$ cat src/rtl/mem_pkg.sv
// Shared types and defaults for the unified instruction/data memory controller.
package mem_pkg;

  typedef enum logic [0:0] {
    StClear,
    StIdle
  } state_e;

  localparam int unsigned ReadLatMin = 1;
  localparam int unsigned ReadLatMax = 2;

  localparam logic [31:0] DefaultBootWord = 32'hf0011800;
  localparam logic [31:0] DefaultFillWord = 32'h0000_0000;

endpackage

$ cat src/rtl/mem_byte_ram.sv
// Bare single-port array with per-byte write enables and a registered read port.
module mem_byte_ram #(
  parameter int unsigned DataW = 32,
  parameter int unsigned Depth = 32,
  parameter int unsigned AddrW = 5
) (
  input  logic               clk_i,
  input  logic               we_i,
  input  logic               re_i,
  input  logic [AddrW-1:0]   addr_i,
  input  logic [DataW-1:0]   wdata_i,
  input  logic [DataW/8-1:0] be_i,
  output logic [DataW-1:0]   rdata_o
);

  localparam int unsigned NumBytes = DataW / 8;

  logic [DataW-1:0] mem_q [Depth];
  logic [DataW-1:0] rdata_q;

  always_ff @(posedge clk_i) begin
    if (we_i) begin
      for (int unsigned i = 0; i < NumBytes; i++) begin
        if (be_i[i]) begin
          mem_q[addr_i][8*i +: 8] <= wdata_i[8*i +: 8];
        end
      end
    end
    if (re_i) begin
      rdata_q <= mem_q[addr_i];
    end
  end

  assign rdata_o = rdata_q;

endmodule

$ cat src/rtl/unified_mem_ctrl.sv
// Unified instruction/data memory: reset-time clear sequencer, req/ready handshake,
// range check and a 1- or 2-cycle read pipeline around a byte-writable array.
module unified_mem_ctrl
  import mem_pkg::*;
#(
  parameter int unsigned     DATA_W    = 32,
  parameter int unsigned     ADDR_W    = 6,
  parameter int unsigned     DEPTH     = 32,
  parameter int unsigned     READ_LAT  = ReadLatMin,
  parameter logic [DATA_W-1:0] FILL_WORD = DATA_W'(DefaultFillWord),
  parameter logic [DATA_W-1:0] BOOT_WORD = DATA_W'(DefaultBootWord)
) (
  input  logic                clk,
  input  logic                reset_n,
  input  logic                req,
  input  logic                we,
  input  logic [ADDR_W-1:0]   addr,
  input  logic [DATA_W-1:0]   wdata,
  input  logic [DATA_W/8-1:0] be,
  output logic                ready,
  output logic [DATA_W-1:0]   rdata,
  output logic                rvalid,
  output logic                err,
  output logic                init_done
);

  localparam int unsigned RamAw = (DEPTH > 1) ? $clog2(DEPTH) : 1;
  localparam logic [RamAw-1:0] LastIdx = RamAw'(DEPTH - 1);
  localparam logic [ADDR_W:0] DepthLim = (ADDR_W + 1)'(DEPTH);

  state_e           state_q, state_d;
  logic [RamAw-1:0] cnt_q, cnt_d;
  logic             ready_q, ready_d;
  logic             init_done_q, init_done_d;

  always_comb begin
    state_d     = state_q;
    cnt_d       = cnt_q;
    ready_d     = ready_q;
    init_done_d = init_done_q;
    case (state_q)
      StClear: begin
        if (cnt_q == LastIdx) begin
          state_d     = StIdle;
          ready_d     = 1'b1;
          init_done_d = 1'b1;
        end else begin
          cnt_d = cnt_q + RamAw'(1);
        end
      end
      StIdle:  state_d = StIdle;
      default: state_d = StClear;
    endcase
  end

  always_ff @(posedge clk or negedge reset_n) begin
    if (!reset_n) begin
      state_q     <= StClear;
      cnt_q       <= '0;
      ready_q     <= 1'b0;
      init_done_q <= 1'b0;
    end else begin
      state_q     <= state_d;
      cnt_q       <= cnt_d;
      ready_q     <= ready_d;
      init_done_q <= init_done_d;
    end
  end

  logic accept, rd_acc, wr_acc, in_range;

  assign accept   = req & ready_q;
  assign rd_acc   = accept & ~we;
  assign wr_acc   = accept & we;
  assign in_range = ({1'b0, addr} < DepthLim);

  logic                ram_we, ram_re;
  logic [RamAw-1:0]    ram_addr;
  logic [DATA_W-1:0]   ram_wdata, ram_rdata;
  logic [DATA_W/8-1:0] ram_be;

  // The clear sequencer owns the port until the array holds a defined image.
  always_comb begin
    ram_we    = 1'b0;
    ram_re    = 1'b0;
    ram_addr  = addr[RamAw-1:0];
    ram_wdata = wdata;
    ram_be    = be;
    if (state_q == StClear) begin
      ram_we    = 1'b1;
      ram_addr  = cnt_q;
      ram_be    = '1;
      ram_wdata = (cnt_q == '0) ? BOOT_WORD : FILL_WORD;
    end else begin
      ram_we = wr_acc & in_range;
      ram_re = rd_acc & in_range;
    end
  end

  mem_byte_ram #(
    .DataW(DATA_W),
    .Depth(DEPTH),
    .AddrW(RamAw)
  ) u_ram (
    .clk_i  (clk),
    .we_i   (ram_we),
    .re_i   (ram_re),
    .addr_i (ram_addr),
    .wdata_i(ram_wdata),
    .be_i   (ram_be),
    .rdata_o(ram_rdata)
  );

  logic              rd1_q, rd1_d;
  logic              rd_oor1_q, rd_oor1_d;
  logic              wr_err1_q, wr_err1_d;
  logic              rvalid2_q, rvalid2_d;
  logic              rd_err2_q, rd_err2_d;
  logic [DATA_W-1:0] rdata_hold_q, rdata_hold_d;
  logic [DATA_W-1:0] rd_data1;

  always_comb begin
    rd1_d        = rd_acc;
    rd_oor1_d    = rd_acc & ~in_range;
    wr_err1_d    = wr_acc & ~in_range;
    rd_data1     = rd_oor1_q ? '0 : ram_rdata;
    rvalid2_d    = rd1_q;
    rd_err2_d    = rd1_q & rd_oor1_q;
    rdata_hold_d = rd1_q ? rd_data1 : rdata_hold_q;
  end

  always_ff @(posedge clk or negedge reset_n) begin
    if (!reset_n) begin
      rd1_q        <= 1'b0;
      rd_oor1_q    <= 1'b0;
      wr_err1_q    <= 1'b0;
      rvalid2_q    <= 1'b0;
      rd_err2_q    <= 1'b0;
      rdata_hold_q <= '0;
    end else begin
      rd1_q        <= rd1_d;
      rd_oor1_q    <= rd_oor1_d;
      wr_err1_q    <= wr_err1_d;
      rvalid2_q    <= rvalid2_d;
      rd_err2_q    <= rd_err2_d;
      rdata_hold_q <= rdata_hold_d;
    end
  end

  // Write errors always report one cycle after acceptance, independent of read latency.
  always_comb begin
    ready     = ready_q;
    init_done = init_done_q;
    if (READ_LAT == ReadLatMax) begin
      rvalid = rvalid2_q;
      err    = rd_err2_q | wr_err1_q;
      rdata  = rdata_hold_q;
    end else begin
      rvalid = rd1_q;
      err    = rd_oor1_q | wr_err1_q;
      rdata  = rd1_q ? rd_data1 : rdata_hold_q;
    end
  end

endmodule

$ cat config.mk
export PLATFORM = sky130hd
export DESIGN_NAME = unified_mem_ctrl
export DESIGN_NICKNAME = d
export VERILOG_FILES = /design/src/rtl/mem_pkg.sv /design/src/rtl/mem_byte_ram.sv /design/src/rtl/unified_mem_ctrl.sv
export SDC_FILE = /design/constraint.sdc
export NUM_CORES = 1
export LEC_CHECK = 0
export ABC_AREA = 1
export CORE_MARGIN = 2
export CORE_UTILIZATION = 35
export DETAILED_ROUTE_END_ITERATION = 10
export DONT_BUFFER_PORTS = 1
export GPL_TIMING_DRIVEN = 0
export PLACE_DENSITY_LB_ADDON = 0.05
export SETUP_SLACK_MARGIN = 0.05
export SYNTH_ARGS = -nofsm -noshare
export SYNTH_HDL_FRONTEND = slang
export SYNTH_SLANG_ARGS = --single-unit
$ cat constraint.sdc
create_clock -name clk -period 4.95 [get_ports clk]
set_clock_uncertainty 0.05 [all_clocks]
set_input_delay 0.99 -clock clk [delete_from_list [all_inputs] [get_ports clk]]
set_output_delay 0.99 -clock clk [all_outputs]
set_load 0.03 [all_outputs]
==> results of run 1 <==
## cell usage in the layout, fill, tap and decap left out, drive strengths merged
cell / netlist / final
nand2: 2521 / 2521
edfxtp: 1056 / 1056
nand3: 322 / 322
clkbuf: 111 / 293
nor2: 201 / 201
buf: 141 / 156
inv: 70 / 77
o21ai: 46 / 46
dfrtp: 42 / 42
clkinv: 0 / 41
nor3: 10 / 10
diode: 0 / 3
ha: 3 / 3
bufinv: 0 / 3
clkinvlp: 0 / 2
or2: 1 / 1
nand4: 1 / 1
xor2: 1 / 1
xnor2: 1 / 1
a21o: 1 / 1
## cell type report
type | instances | area [µm²]
Buffer | 252 | 1130
Clock buffer | 181 | 3640
Tap cell | 1755 | 2200
Multi-Input combinational cell | 3108 | 12400
Inverter | 70 | 263
Sequential cell | 1098 | 32800
Antenna cell | 3 | 7.51
Fill cell | 13036 | 78600
Clock inverter | 53 | 384
Timing Repair Buffer | 16 | 279
## cell families (layout without fill, tap and decap cells)
kind of cell,count (synthesis),after routing,share of synthesized area
AO/OA/AOI/OAI,47,47,0.00608
XOR/XNOR,2,2,0.000377
adder cells (fa/ha/maj),3,3,0.000808
buffers and inverters,322,572,0.0299
flip-flops,1098,1098,0.705
other,0,3,0
AND/OR/NAND/NOR,3056,3056,0.258
## flip-flops by register name (all words and copies together) (netlist names)
| name | flops |
|---|---|
| u_ram.mem_q | 1024 |
| rdata_hold_q | 32 |
| u_ram.rdata_o | 32 |
| cnt_q | 5 |
| init_done | 1 |
| rd_oor1_q | 1 |
| rvalid | 1 |
| state_q | 1 |
| wr_err1_q | 1 |
## through the flow
stage | hold slack, ns | setup slack, ns
after detailed placement | 0.525 | 0.0517
after CTS | 0.00988 | 0.287
after floorplan | 0.468 | 1.03
after global routing | 0.0207 | 0.272
after global placement | 0.512 | -3.01
final | 0.0427 | 0.260
## metal layers
layer	vias to the layer above	share of wire
met5	-	0.00066
met4	8	0.029
met3	268	0.070
met2	1142	0.47
met1	16043	0.43
li1	15208	-
## power by group through the flow
stage / Clock [mW] / Sequential [mW] / Combinational, mW
floorplan: 0 / 10.4 / 0.743
finish: 9.25 / 10.3 / 1.40
global route: 9.75 / 10.3 / 1.51
detailed placement: 0 / 10.5 / 1.38
global placement: 0 / 10.5 / 1.36
CTS: 9.40 / 10.3 / 1.39
## synthesized netlist by cell type, drive strengths merged
master and count:
a21o 1, buf 141, clkbuf 111, dfrtp 42, edfxtp 1056, ha 3
inv 70, nand2 2521, nand3 322, nand4 1, nor2 201, nor3 10
o21ai 46, or2 1, xnor2 1, xor2 1
## worst min path at each step
stage | slack, ns | endpoint | start | cells after the start
floorplan | 0.47 | cnt_q[0]$_DFFE_PN0P_ | cnt_q[0]$_DFFE_PN0P_ | 2
global placement | 0.51 | cnt_q[0]$_DFFE_PN0P_ | cnt_q[0]$_DFFE_PN0P_ | 2
detailed placement | 0.53 | cnt_q[0]$_DFFE_PN0P_ | cnt_q[0]$_DFFE_PN0P_ | 2
CTS | 0.01 | rvalid$_DFF_PN0_ | reset_n | 1
global route | 0.02 | wr_err1_q$_DFF_PN0_ | reset_n | 1
finish | 0.04 | rvalid$_DFF_PN0_ | reset_n | 1
==> flow_metrics.tcl, run 1 <==
set metrics [dict create \
    drc 0 \
    drive_gt1_frac 0.0724 \
    antenna_found_initial 18 \
    critPathLaunch "state_q$_DFF_PN0_" \
    hold_viol 0 \
    status "finished clean" \
    final_cells 6536 \
    num_rows 133 \
    start_util 0.353 \
    grt_max_degree 43 \
    crit_buf_inv 3 \
    p_int_mw 15.8 \
    fin_util 0.403 \
    place_congestion 0.863 \
    vdd_drop_max_v 0.000339 \
    met1_usage 0.354 \
    reg2reg_setup_slack_ns 0.26 \
    fin_tns_setup_ns 0 \
    yosysUniqueCellTypes 26 \
    clk_pin_slew_worst_paths_ns 0.06 \
    p_sw_frac 0.243 \
    syn-cell-area_mm2 0.0465 \
    area_growth_pct 14.1 \
    cts-buffers-inserted 133 \
    io_buffers 0 \
    p_sw_mw 5.08 \
    overflow 0 \
    p_clk_frac 0.443 \
    fmax_mhz 213 \
    cp.depth 8 \
    synth_top_area_frac 0.682 \
    cts_hold_buf 1 \
    vias_per_cell 5.00 \
    pwr-share-seq 0.491 \
    rsz0062_at_grt "no" \
    hpwl_um 123000 \
    final_max_slew_viol_count 0 \
    maxCapViolCount 0 \
    slew-limit-headroom 0.0400 \
    ioPinCount 82 \
    setup_viol 0 \
    dpl_cell_area_mm2 0.0489 \
    cp_cell_sequence "buf_6 -> nand2_1 -> nand2_1 -> buf_2 -> buf_2 -> nor2_2 -> nand2_1 -> nor2_1" \
    slowest_delay_ns 1.15 \
    min_path_type "primary input to asynchronous set/reset pin" \
    synthesis.nets 4577 \
    p_leak_nw 21.6 \
    setup.worst_path.class "register to register" \
    crit_top_cell "nand2_1" \
    vias 32669 \
    grt_pass1_vias 31515 \
    crit_family "simple AND/OR/NAND/NOR gates" \
    cts_tree "built" \
    fin_crit_ns 4.69 \
    grt_pass1_wl_um 246000 \
    yosys_warnings 0 \
    use_met3 0.0577 \
    wl_per_cell_um 27.5 \
    cts_root_buffer "clkbuf_16" \
    clock_latency_ns 0.77 \
    use_met2 0.428 \
    p_total_mw 20.9 \
    fin_area_mm2 0.0530 \
    drt_iter0_drc 3345 \
    drt-total-wl_um 180000 \
    crit_end "u_ram.mem_q[21][5]$_DFFE_PP_" \
    r2r-start "state_q$_DFF_PN0_" \
    seq_area_frac_synth 0.705 \
    first_pass_iters 6 \
    ys_ff_latch 1098 \
    dieArea_mm2 0.136 \
    postRouteAntennaNets 0 \
    crit_path_end_kind "register" \
    power_density_mw_per_mm2 394 \
    critPathLaunchType "register" \
    nets 4728 \
    reg2reg_depth 8 \
    arrival_ns 5.00 \
    cts_sinks 1098 \
    ys_top_cells_by_area "edfxtp_1, nand2_1, nand3_1, dfrtp_1, nor2_1" \
    post-cts-setup-buffer-count 0 \
    clock_path_buffers 3 \
    r2r_end "u_ram.mem_q[21][5]$_DFFE_PP_" \
    tightest_slew_ns 1.44 \
    track_usage 0.264 \
    critPathRequiredTime_ns 5.26 \
    combPwrFrac 0.067 \
    slowest_stage "nor2_1" \
    die_w_um 368 \
    avgSynthCellArea_um2 10.3 \
    core_region_area_mm2 0.132 \
    cts_max_level 4 \
    netlist_instances 4528 \
    top_usage_layer "met2" \
    synth_area_leader_cell "edfxtp_1" \
    min_period_over_period 0.948 \
    worstPathMaxFanout 10 \
    postCtsResizedCells 0 \
    place_inst 6294 \
    die_h_um 368 \
]
(Power assumes the default switching activity.)
==> inputs of run 2 (changes only) <==
Settings changed: CTS_BUF_LIST set to sky130_fd_sc_hd__clkbuf_2 sky130_fd_sc_hd__clkbuf_4 sky130_fd_sc_hd__clkbuf_8, MAX_ROUTING_LAYER set to met4.
==> run 2 against run 1 <==
  * Sequential power about the same
  * Critical path depth unchanged
  * Setup slack improved by 0.0025 ns
  * Die area unchanged
  * Fmax about the same
  * Global-route usage increased by 0.95 points
  * Critical path type unchanged
  * Largest cell class unchanged
==> flow_metrics.tcl, run 2 (synthesis results as in run 1) <==
set metrics [dict create \
    timing.final.ws_setup_ns 0.262 \
    num-fill-cells 13130 \
    rsz0062_at_grt "no" \
    vdd_drop_max_v 0.000267 \
    mostFrequentLayoutCells "nand2_1, edfxtp_1, nand3_1, clkbuf_8, nor2_1" \
    drc 0 \
    die_h_um 368 \
    num_rows 133 \
    fin_tns_setup_ns 0 \
    area_growth_pct 13.3 \
    route.met3.wl_um 13200 \
    register_area_mm2 0.0328 \
    vias_per_cell 4.96 \
    antenna_found_initial 23 \
    drt-total-wl_um 181000 \
    reg2reg_setup_slack_ns 0.26 \
    slew-limit-headroom 0.0583 \
    place_inst 6294 \
    fin_crit_ns 4.69 \
    wl_per_cell_um 27.2 \
    final_cells 6651 \
    cts_hold_buf 2 \
    r2r-start "state_q$_DFF_PN0_" \
    cts_tree "built" \
    worstPathMaxFanout 10 \
    p_leak_nw 21.5 \
    critPathLaunchType "register" \
    hpwl_um 123000 \
    fmax_mhz 213 \
    core_region_area_mm2 0.132 \
    wl_met1_um 78300 \
    hold_viol 0 \
    postCtsResizedCells 0 \
    setup.worst_path.class "register to register" \
    grt_max_degree 43 \
    vias 32965 \
    reg2reg_depth 8 \
    critPathRequiredTime_ns 5.40 \
    critPathLaunch "state_q$_DFF_PN0_" \
    largest_register_ffs 1024 \
    r2r_end "u_ram.mem_q[20][2]$_DFFE_PP_" \
    cts_max_level 4 \
    drive_gt1_frac 0.0956 \
    dp_slack_ns 0.0517 \
    nets 4790 \
    cts_root_buffer "clkbuf_8" \
    cts-buffers-inserted 192 \
    min_path_type "primary input to register" \
    drt_iter0_drc 3213 \
    grt_pass1_wl_um 249000 \
    overflow 0 \
    arrival_ns 5.13 \
    clock_latency_ns 0.93 \
    tightest_slew_ns 1.41 \
    slowest_stage "nor2_1" \
    place_congestion 0.876 \
    first_pass_iters 5 \
    min_period_over_period 0.947 \
    clock_path_buffers 3 \
    postRouteAntennaNets 0 \
    io_buffers 0 \
    status "finished clean" \
    cts_sinks 1098 \
    top_register "u_ram.mem_q" \
    dieArea_mm2 0.136 \
    dpl_cell_area_mm2 0.0489 \
    crit_path_end_kind "register" \
    setup_viol 0 \
    fin_area_mm2 0.0527 \
    highest_layer "met4" \
    post-cts-setup-buffer-count 0 \
    final_common_cell "nand2_1" \
    crit_end "u_ram.mem_q[20][2]$_DFFE_PP_" \
    maxCapViolCount 0 \
    dr_wl_met2_um 83900 \
    clk_pin_slew_worst_paths_ns 0.06 \
    die_w_um 368 \
    cp_cell_sequence "buf_6 -> buf_2 -> nand2_1 -> o21ai_2 -> nor3_4 -> buf_2 -> nand2_1 -> nor2_1" \
    ioPinCount 82 \
    power_density_mw_per_mm2 376 \
    slowest_delay_ns 1.17 \
    final_max_slew_viol_count 0 \
    multi_input_area_mm2 0.0124 \
    fin_util 0.400 \
    grt_pass1_vias 32098 \
    track_usage 0.274 \
    start_util 0.353 \
]
==> run 2: changes by cell type in the layout (fill, tap and decap cells not counted), moves of 2 or more <==
cell        delta
bufinv_16      -3
clkbuf_1      -39
clkbuf_16    -137
clkbuf_4      +73
clkbuf_8     +196
clkinv_1      +22
clkinv_2       -9
clkinvlp_4     +2
diode_2       +10
==> run 2: where the power goes <==
| part | switching, mW | internal, mW |
|---|---|---|
| clock | 3.88 | 4.27 |
| sequential | 0.0119 | 10.2 |
| combinational | 1.13 | 0.273 |
==> run 2: metrics by stage <==
step | hold slack (ns) | power [mW]
global route | 0.0417 | 20.4
CTS | 0.0163 | 19.9
detailed placement | 0.525 | 11.8
global placement | 0.512 | 11.8
finish | 0.0768 | 19.8
floorplan | 0.468 | 11.2
==> run 2: worst max-delay path: cells and delay by family, from the launching register on <==
family	cells	cell delay (ns)
AOI/OAI and AO/OA	1	0.15
buffers and inverters	3	0.90
and+or+nand+nor	4	2.78
DFF	1	0.37
==> run 2: routing by layer <==
layer,GRT usage,vias up
li1,-,15339
met1,0.354,16144
met2,0.428,1187
met3,0.0598,295
met4,0.0912,0
met5,-,-
==> run 2: worst min path at each step <==
stage                          from              endpoint  slack (ns)  cells after the start
2_1_floorplan  cnt_q[0]$_DFFE_PN0P_  cnt_q[0]$_DFFE_PN0P_        0.47                      2
3_3_place_gp   cnt_q[0]$_DFFE_PN0P_  cnt_q[0]$_DFFE_PN0P_        0.51                      2
3_5_place_dp   cnt_q[0]$_DFFE_PN0P_  cnt_q[0]$_DFFE_PN0P_        0.53                      2
4_1_cts                          we      rvalid$_DFF_PN0_        0.02                      1
5_1_grt                          we      rvalid$_DFF_PN0_        0.04                      1
6_report                         we      rvalid$_DFF_PN0_        0.08                      1
==> run 2: cell type report <==
cell class	instances	area share
well taps	1755	0.0417
flip-flops and latches	1098	0.622
diodes	13	0.000618
clock inverters	62	0.00572
repair buffers	19	0.00615
plain buffers	252	0.0214
inverters	70	0.00499
clock buffers	274	0.0629
multi-input cells	3108	0.235
